==> src/rtl/merlin_timer_target.sv <==
// Machine-timer target on the Merlin data port: 64-bit mtime/mtimecmp, ctrl and
// prescaler registers, with a registered level interrupt on mtime >= mtimecmp.
module merlin_timer_target #(
  parameter int C_PRESCALE_W = 16
) (
  input  logic        clk,
  input  logic        reset,
  output logic        treqready_o,
  input  logic        treqvalid_i,
  input  logic        treqdvalid_i,
  input  logic [31:0] treqaddr_i,
  input  logic [31:0] treqdata_i,
  input  logic        trspready_i,
  output logic        trspvalid_o,
  output logic [31:0] trspdata_o,
  output logic        irq_o
);

  localparam logic [2:0] SEL_MTIME_LO = 3'd0;
  localparam logic [2:0] SEL_MTIME_HI = 3'd1;
  localparam logic [2:0] SEL_CMP_LO   = 3'd2;
  localparam logic [2:0] SEL_CMP_HI   = 3'd3;
  localparam logic [2:0] SEL_CTRL     = 3'd4;
  localparam logic [2:0] SEL_PRESCALE = 3'd5;

  logic [63:0]             mtime;
  logic [63:0]             mtimecmp;
  logic [63:0]             mtime_inc;
  logic [63:0]             mtime_next;
  logic                    en;
  logic                    ie;
  logic [C_PRESCALE_W-1:0] prescale;
  logic [C_PRESCALE_W-1:0] tick_cnt;
  logic                    accept;
  logic                    wr;
  logic                    rd;
  logic                    tick;
  logic [2:0]              sel;
  logic [31:0]             rdata;
  logic                    unused_addr;

  // Handshake: a request is taken on any edge with treqvalid_i & treqready_o.
  // The response register is a single-entry buffer, so a new request (read or
  // write) may enter only when that buffer is empty or being drained this cycle.
  // trspvalid_o/trspdata_o hold until trspready_i; writes never respond.
  assign treqready_o = ~trspvalid_o | trspready_i;
  assign accept      = treqvalid_i & treqready_o;
  assign wr          = accept & treqdvalid_i;
  assign rd          = accept & ~treqdvalid_i;
  assign sel         = treqaddr_i[4:2];
  assign unused_addr = ^{treqaddr_i[31:5], treqaddr_i[1:0]};

  assign tick      = en & (tick_cnt == prescale);
  assign mtime_inc = mtime + 64'd1;

  // A write to one half wins for that half; the other half keeps the tick result,
  // which drops any carry into a written hi word.
  always_comb begin
    mtime_next = tick ? mtime_inc : mtime;
    if (wr && sel == SEL_MTIME_LO) mtime_next[31:0]  = treqdata_i;
    if (wr && sel == SEL_MTIME_HI) mtime_next[63:32] = treqdata_i;
  end

  always_comb begin
    rdata = '0;
    case (sel)
      SEL_MTIME_LO: rdata = mtime[31:0];
      SEL_MTIME_HI: rdata = mtime[63:32];
      SEL_CMP_LO:   rdata = mtimecmp[31:0];
      SEL_CMP_HI:   rdata = mtimecmp[63:32];
      SEL_CTRL:     rdata = {30'd0, ie, en};
      SEL_PRESCALE: rdata[C_PRESCALE_W-1:0] = prescale;
      default:      rdata = '0;
    endcase
  end

  always_ff @(posedge clk or posedge reset) begin
    if (reset) begin
      mtime       <= '0;
      mtimecmp    <= '1;
      en          <= 1'b0;
      ie          <= 1'b0;
      prescale    <= '0;
      tick_cnt    <= '0;
      trspvalid_o <= 1'b0;
      trspdata_o  <= '0;
      irq_o       <= 1'b0;
    end else begin
      mtime <= mtime_next;
      irq_o <= ie & (mtime >= mtimecmp);

      if (wr && (sel == SEL_CTRL || sel == SEL_PRESCALE)) tick_cnt <= '0;
      else if (tick)                                    tick_cnt <= '0;
      else if (en)                                      tick_cnt <= tick_cnt + C_PRESCALE_W'(1);

      if (wr) begin
        case (sel)
          SEL_CMP_LO:   mtimecmp[31:0]  <= treqdata_i;
          SEL_CMP_HI:   mtimecmp[63:32] <= treqdata_i;
          SEL_CTRL:     {ie, en}        <= treqdata_i[1:0];
          SEL_PRESCALE: prescale        <= treqdata_i[C_PRESCALE_W-1:0];
          default:      ;
        endcase
      end

      if (rd) begin
        trspvalid_o <= 1'b1;
        trspdata_o  <= rdata;
      end else if (trspready_i) begin
        trspvalid_o <= 1'b0;
      end
    end
  end

endmodule

==> config.mk <==
export PLATFORM = sky130hd
export DESIGN_NAME = merlin_timer_target
export DESIGN_NICKNAME = d
export VERILOG_FILES = /design/src/rtl/merlin_timer_target.sv
export SDC_FILE = /design/constraint.sdc
export NUM_CORES = 1
export LEC_CHECK = 0
export ABC_AREA = 1
export CAP_MARGIN = 20
export CELL_PAD_IN_SITES_DETAIL_PLACEMENT = 2
export CELL_PAD_IN_SITES_GLOBAL_PLACEMENT = 2
export CORE_ASPECT_RATIO = 2
export CORE_UTILIZATION = 35
export CTS_BUF_LIST = sky130_fd_sc_hd__clkbuf_8
export DETAILED_ROUTE_END_ITERATION = 10
export PLACE_DENSITY_LB_ADDON = 0.08
export SLEW_MARGIN = 20
export SYNTH_ARGS = -nofsm -noshare
export SYNTH_HDL_FRONTEND = slang
export SYNTH_SLANG_ARGS = --single-unit
export TNS_END_PERCENT = 50
==> constraint.sdc <==
create_clock -name clk -period 8 [get_ports clk]
set_input_delay 1.2 -clock clk [delete_from_list [all_inputs] [get_ports clk]]
set_output_delay 1.2 -clock clk [all_outputs]
set_load 0.005 [all_outputs]
==> results of run 1 <==
-- worst min-delay path by stage --
stage,start,endpoint
after floorplan,trspdata_o[18],trspdata_o[18]
after global placement,trspdata_o[31],trspdata_o[31]
after detailed placement,trspdata_o[19],trspdata_o[19]
after CTS,trspdata_o[31],trspdata_o[31]
after global routing,trspdata_o[23],trspdata_o[23]
final,trspdata_o[31],trspdata_o[31]
-- state kept, by name (all words and copies together), names as in the netlist --
signal       count
ie               1
mtime           64
mtimecmp        64
prescale        16
trspvalid_o      1
en               1
tick_cnt        16
irq_o            1
trspdata_o      32
-- metal layers --
layer | wire length (um) | vias up
li1 | - | 6073
met2 | 32650 | 230
met4 | 5449 | 0
met5 | 0 | -
met1 | 19170 | 6631
met3 | 1209 | 162
-- Yosys cell counts (3+ instances only) --
| library cell | number |
|---|---|
| o21ai_0 | 139 |
| inv_1 | 206 |
| dfrtp_1 | 132 |
| nor3_1 | 33 |
| clkbuf_1 | 29 |
| nor2_2 | 7 |
| nand2_2 | 5 |
| a211oi_1 | 11 |
| nor2_4 | 11 |
| buf_2 | 19 |
| o2111ai_1 | 7 |
| nand4_1 | 30 |
| inv_2 | 13 |
| buf_4 | 6 |
| o221ai_1 | 3 |
| a21oi_1 | 32 |
| nand3_2 | 4 |
| ha_1 | 66 |
| nor2_1 | 162 |
| nand2_4 | 3 |
| xor2_1 | 41 |
| nand2_1 | 566 |
| o21ai_1 | 22 |
| xnor2_1 | 6 |
| o22ai_1 | 45 |
| dfstp_2 | 64 |
| nor3_2 | 5 |
| nand3_1 | 156 |
-- cells in the final DEF, fill, tap and decap left out, drive strengths merged --
cell type and instances:
nand2 574, inv 227, nor2 180, nand3 162
o21ai 161, dfrtp 132, clkdlybuf4s50 74, ha 66
dfstp 64, o22ai 45, xor2 41, nor3 39
a21oi 33, nand4 30, clkbuf 19, buf 15
a211oi 11, o2111ai 7, xnor2 6, clkinv 5
o221ai 3, nand3b 2, nor3b 2, a21o 2
diode 1, mux2 1, o21bai 1, o21a 1
and2 1, or2 1, clkinvlp 1
-- cell type report --
type | instances | area (um2) | share of cell area
multi-input combinational | 1369 | 7014 | 0.4793
sequential | 196 | 4985 | 0.3407
timing repair buffer | 89 | 853.3 | 0.05832
inverter | 220 | 833.3 | 0.05695
tap | 454 | 568.0 | 0.03882
clock buffer | 19 | 261.5 | 0.01787
clock inverter | 13 | 115.1 | 0.007867
antenna | 1 | 2.502 | 0.0001710
-- through the flow --
step / area (um2) / instances
6_report: 14630 / 2361
5_1_grt: 14630 / 2361
4_1_cts: 14630 / 2360
3_5_place_dp: 14250 / 2328
3_3_place_gp: 14250 / 2328
2_1_floorplan: 13090 / 1843
-- kinds of logic (layout without fill, tap and decap cells) --
family                     count (synthesis)  count (layout)  share of synthesized area
AOI/OAI and AO/OA                        264             264                     0.1113
other                                      0               1                          0
and+or+nand+nor                          991             991                     0.3281
buffers and inverters                    278             341                    0.08441
muxes                                      1               1                  0.0008603
adders and majority gates                 66              66                    0.06309
DFF                                      196             196                     0.3808
xor gates and xnor gates                  47              47                    0.03145
-- where the power goes --
group / leakage (nW) / internal, mW / switching, mW / total, mW
sequential: 2.34 / 1.27 / 0.245 / 1.52
clock: 0.193 / 0.242 / 0.424 / 0.666
combinational: 4.08 / 0.421 / 0.718 / 1.14
-- worst max-delay path: cells and delay by family --
kind / cells / cell delay (ns)
buffers and inverters: 3 / 1.00
and+or+nand+nor: 1 / 0.08
==> flow_metrics.tcl, run 1 <==
set metrics [dict create \
    power_mw 3.323 \
    rows 99 \
    grtUsageTotal 0.3167 \
    pre_cts_ws_ns 4.036 \
    netlist.area_leader.share 0.2524 \
    top_usage_layer "met2" \
    port_buffers 74 \
    p_leak_nw 6.621 \
    first_pass_iters 7 \
    use_met1 0.2746 \
    yosysSeqAreaShare 0.3808 \
    setup_viol 0 \
    reg2reg_setup_slack_ns 4.70 \
    cpPeakStageDelay_ns 0.51 \
    ir_worst_vdd_mv 0.1064 \
    drive_gt1_frac 0.08972 \
    worstSetupEndpointType "primary output" \
    syn_inst 1843 \
    die_w_um 138.7 \
    synthDistinctLibCells 42 \
    ctsResizeCount 0 \
    drt_iter0_markers 365 \
    fp.dieH_um 275.5 \
    path_cells "clkdlybuf4s50_1 > inv_1 > nand2_2 > clkdlybuf4s50_1" \
    clk_latency_ns 0.53 \
    fin_worst_skew_ns 0.02255 \
    crit_required_ns 6.80 \
    vias 13100 \
    syn_to_final_growth_pct 11.80 \
    die_area_um2 38220 \
    drc 4 \
    initial_core_util 0.3570 \
    async_flop_share 1.000 \
    violations "DRC" \
    dpl.hpwl_um 45530 \
    outcome "finished, violations left" \
    fmax_mhz 286.9 \
    antenna_found_initial 1 \
    clock-sinks 196 \
    synth_fp_nets 1978 \
    drv_slew 0 \
    reg2reg_to "mtime[47]" \
    maxCapViolCount 0 \
    powerDensity_nw_per_um2 227.1 \
    synth.area.top_cells "dfrtp_1 25%, nand2_1 16%, dfstp_2 13%, ha_1 6.3%, nand3_1 6.0%" \
    core_um2 36670 \
    fin_crit_sh 0.4358 \
    clk_pin_slew_ns 0.10 \
    grt_use_met2 0.6368 \
    worst_slew_pin_slew_ns 1.194 \
    rsz0062_at_grt "no" \
    hold_class "flop to flop" \
    path_class "input pin to primary output" \
    via_per_inst 5.547 \
    cts_root_buf "clkbuf_8" \
    wl_per_cell_um 24.77 \
    finalSetupTns_ns 0 \
    ant_nets 0 \
    path_max_fanout 4 \
    grt_pass1_vias 14810 \
    cts_setup_buffers 0 \
    clock_path_buffers 2 \
    finalWirelength_um 58470 \
    gp_congestion 0.9908 \
    ys_ff_latch 196 \
    synth_ff_type "dfrtp_1" \
    cp.arrival_ns 2.29 \
    min_path_cells 2 \
    fillerInstances 4486 \
    crit_end "treqready_o" \
    period_needed_ns 3.486 \
    gr-usage-met3 0.03695 \
    startpoint_type "input pin" \
    cts_tree "done" \
    hold_slack_ns 0.4968 \
    final_core_util 0.3991 \
    synth-edff-count 0 \
    grt_pass1_wl_um 88350 \
    cts_max_level 4 \
    critPathSlowestCell "clkdlybuf4s50_1" \
    slew_headroom 0.1958 \
    cp_common_cell "clkdlybuf4s50_1" \
    overflow 0 \
    netlist_area_um2 13090 \
    synth_top_area_cell "dfrtp_1" \
    numCtsBuffers 17 \
    ys_warn_count 0 \
    setup_ws_ns 4.514 \
    grt_start_max_net_pins 73 \
    ctsHoldBuffers 0 \
    reg2reg_depth 9 \
    r2r_start "en" \
    avgSynthCellArea_um2 7.102 \
    hold_viol_final 0 \
    critPathLaunch "trspready_i" \
    nets 2028 \
    pin_count 104 \
]
(Power assumes the default switching activity.)
==> run 2, diff against run 1 <==
--- a/config.mk
+++ b/config.mk
@@ -10,7 +10,7 @@
 export CELL_PAD_IN_SITES_DETAIL_PLACEMENT = 2
 export CELL_PAD_IN_SITES_GLOBAL_PLACEMENT = 2
 export CORE_ASPECT_RATIO = 2
-export CORE_UTILIZATION = 35
+export CORE_UTILIZATION = 31
 export CTS_BUF_LIST = sky130_fd_sc_hd__clkbuf_8
 export DETAILED_ROUTE_END_ITERATION = 10
 export PLACE_DENSITY_LB_ADDON = 0.08
==> constraint.sdc (replaced) <==
create_clock -name clk -period 3.1 [get_ports clk]
set_input_delay 0.465 -clock clk [delete_from_list [all_inputs] [get_ports clk]]
set_output_delay 0.465 -clock clk [all_outputs]
set_load 0.005 [all_outputs]
==> flow_metrics.tcl, run 2 (synthesis gave the netlist of run 1 again) <==
set metrics [dict create \
    outcome "completed" \
    path_max_fanout 3 \
    drc 0 \
    grt_pass1_wl_um 92090 \
    fp.dieH_um 292.6 \
    hold_class "input pin to asynchronous set/reset pin" \
    multi_input_area_um2 7014 \
    design_area_um2 15170 \
    die_w_um 147.3 \
    drive_gt1_frac 0.1093 \
    maxCapViolCount 0 \
    period_needed_ns 2.601 \
    finalSetupTns_ns 0 \
    nets 2071 \
    core_um2 41780 \
    final_common_cell "nand2_1" \
    antenna_found_initial 1 \
    grt_start_max_net_pins 88 \
    powerDensity_nw_per_um2 583.4 \
    path_class "flop to flop" \
    overflow 0 \
    crit_required_ns 3.54 \
    ctsResizeCount 0 \
    clk_pin_slew_ns 0.11 \
    reg2reg_to "irq_o" \
    slew_headroom 0.4857 \
    port_buffers 74 \
    reg_top3 "mtime: 64 flops, mtimecmp: 64 flops, trspdata_o: 32 flops" \
    worst_slew_pin_slew_ns 0.7697 \
    drv_slew 0 \
    critPathLaunch "mtimecmp[14]" \
    numCtsBuffers 17 \
    cts_max_level 4 \
    p_leak_nw 6.870 \
    rows 106 \
    initial_core_util 0.3133 \
    ant_nets 0 \
    setup_viol 0 \
    fin_crit_sh 0.8391 \
    clock_path_buffers 2 \
    drt_iter0_markers 399 \
    clk_latency_ns 0.54 \
    via_per_inst 5.303 \
    finalWirelength_um 61460 \
    ff_latch_area_um2 4985 \
    ctsHoldBuffers 0 \
    cts_setup_buffers 0 \
    dpl.hpwl_um 50330 \
    worstSetupEndpointType "flop" \
    wl_per_cell_um 24.67 \
    r2r_start "mtimecmp[14]" \
    placed_area_um2 14740 \
    reg2reg_setup_slack_ns 0.50 \
    ir_worst_vdd_mv 0.2662 \
    cp.arrival_ns 3.05 \
    fin_worst_skew_ns 0.01338 \
    pin_count 104 \
    fillerInstances 5001 \
    cts_tree "done" \
    die_area_um2 43100 \
    fmax_mhz 384.5 \
    mostFrequentLayoutCells "566 x nand2_1, 206 x inv_1, 160 x nor2_1" \
    grtUsageTotal 0.2957 \
    startpoint_type "flop" \
    clock-sinks 196 \
    rsz0062_at_grt "no" \
    syn_to_final_growth_pct 15.93 \
    first_pass_iters 4 \
    reg2reg_depth 12 \
    cts_root_buf "clkbuf_8" \
    vias 13210 \
    crit_end "irq_o" \
    grt_pass1_vias 14870 \
    hold_viol_final 0 \
    gp_congestion 0.9427 \
]
-- run 2: changes by cell type in the layout (fill, tap and decap cells not counted), moves of 2 or more --
| cell | previous run | this run |
|---|---|---|
| buf_12 | 0 | 5 |
| buf_4 | 15 | 53 |
| bufinv_16 | 0 | 3 |
| clkinvlp_4 | 1 | 3 |
| inv_6 | 6 | 2 |
| inv_8 | 2 | 0 |
-- run 2: through the flow --
| stage | hold slack [ns] | worst slack, ns | cells | utilization | power (mW) |
|---|---|---|---|---|---|
| finish | 0.2409 | 0.4989 | 2491 | 0.3632 | 8.852 |
| global route | 0.2375 | 0.3978 | 2490 | 0.3631 | 9.467 |
| CTS | 0.2232 | 0.4871 | 2489 | 0.3631 | 8.999 |
| detailed placement | 0.4726 | 0.4550 | 2457 | 0.3529 | 7.017 |
| global placement | 0.4644 | 0.4855 | 2457 | 0.3529 | 6.827 |
| floorplan | 0.4724 | 0.1549 | 1843 | - | 5.595 |
-- run 2: report_power, final --
| group | total [mW] | internal [mW] | switching, mW |
|---|---|---|---|
| clock network | 1.92 | 0.861 | 1.06 |
| registers | 3.90 | 3.28 | 0.620 |
| logic | 3.03 | 1.13 | 1.90 |
| total | 8.85 | 5.28 | 3.58 |
-- run 2: critical path: stages (launching register included) --
cell	delay (ns)
dfstp_2	0.53
inv_1	0.08
ha_1	0.30
nand2_1	0.07
nor2_1	0.35
nand3_1	0.17
nor2_1	0.31
nand2_1	0.09
nand2_1	0.07
nor2_1	0.04
nand2_1	0.21
nand2_1	0.08
a21oi_1	0.20
-- run 2: layout make-up --
| type | count | share of cell area |
|---|---|---|
| Antenna cell | 2 | 0.0003298 |
| Clock buffer | 20 | 0.01814 |
| Clock inverter | 12 | 0.009895 |
| Inverter | 220 | 0.05467 |
| Multi-Input combinational cell | 1369 | 0.4623 |
| Sequential cell | 196 | 0.3285 |
| Tap cell | 540 | 0.04453 |
| Timing Repair Buffer | 132 | 0.08164 |
-- run 2: metal layers --
metal | global-route usage | wire, um | up-vias
met3 | 0.03069 | 1125 | 157
met1 | 0.2656 | 20180 | 6647
li1 | - | - | 6158
met2 | 0.5798 | 34450 | 248
met5 | 0 | 0 | -
met4 | 0.2439 | 5708 | 0
-- run 2: worst min-delay path by stage --
stage,end,from,cells after the start
after global placement,trspdata_o[31],trspdata_o[31],2
after detailed placement,trspdata_o[31],trspdata_o[31],2
after global routing,prescale[15],reset,2
final,trspdata_o[11],reset,2
after CTS,trspdata_o[11],reset,2
after floorplan,trspdata_o[18],trspdata_o[18],2
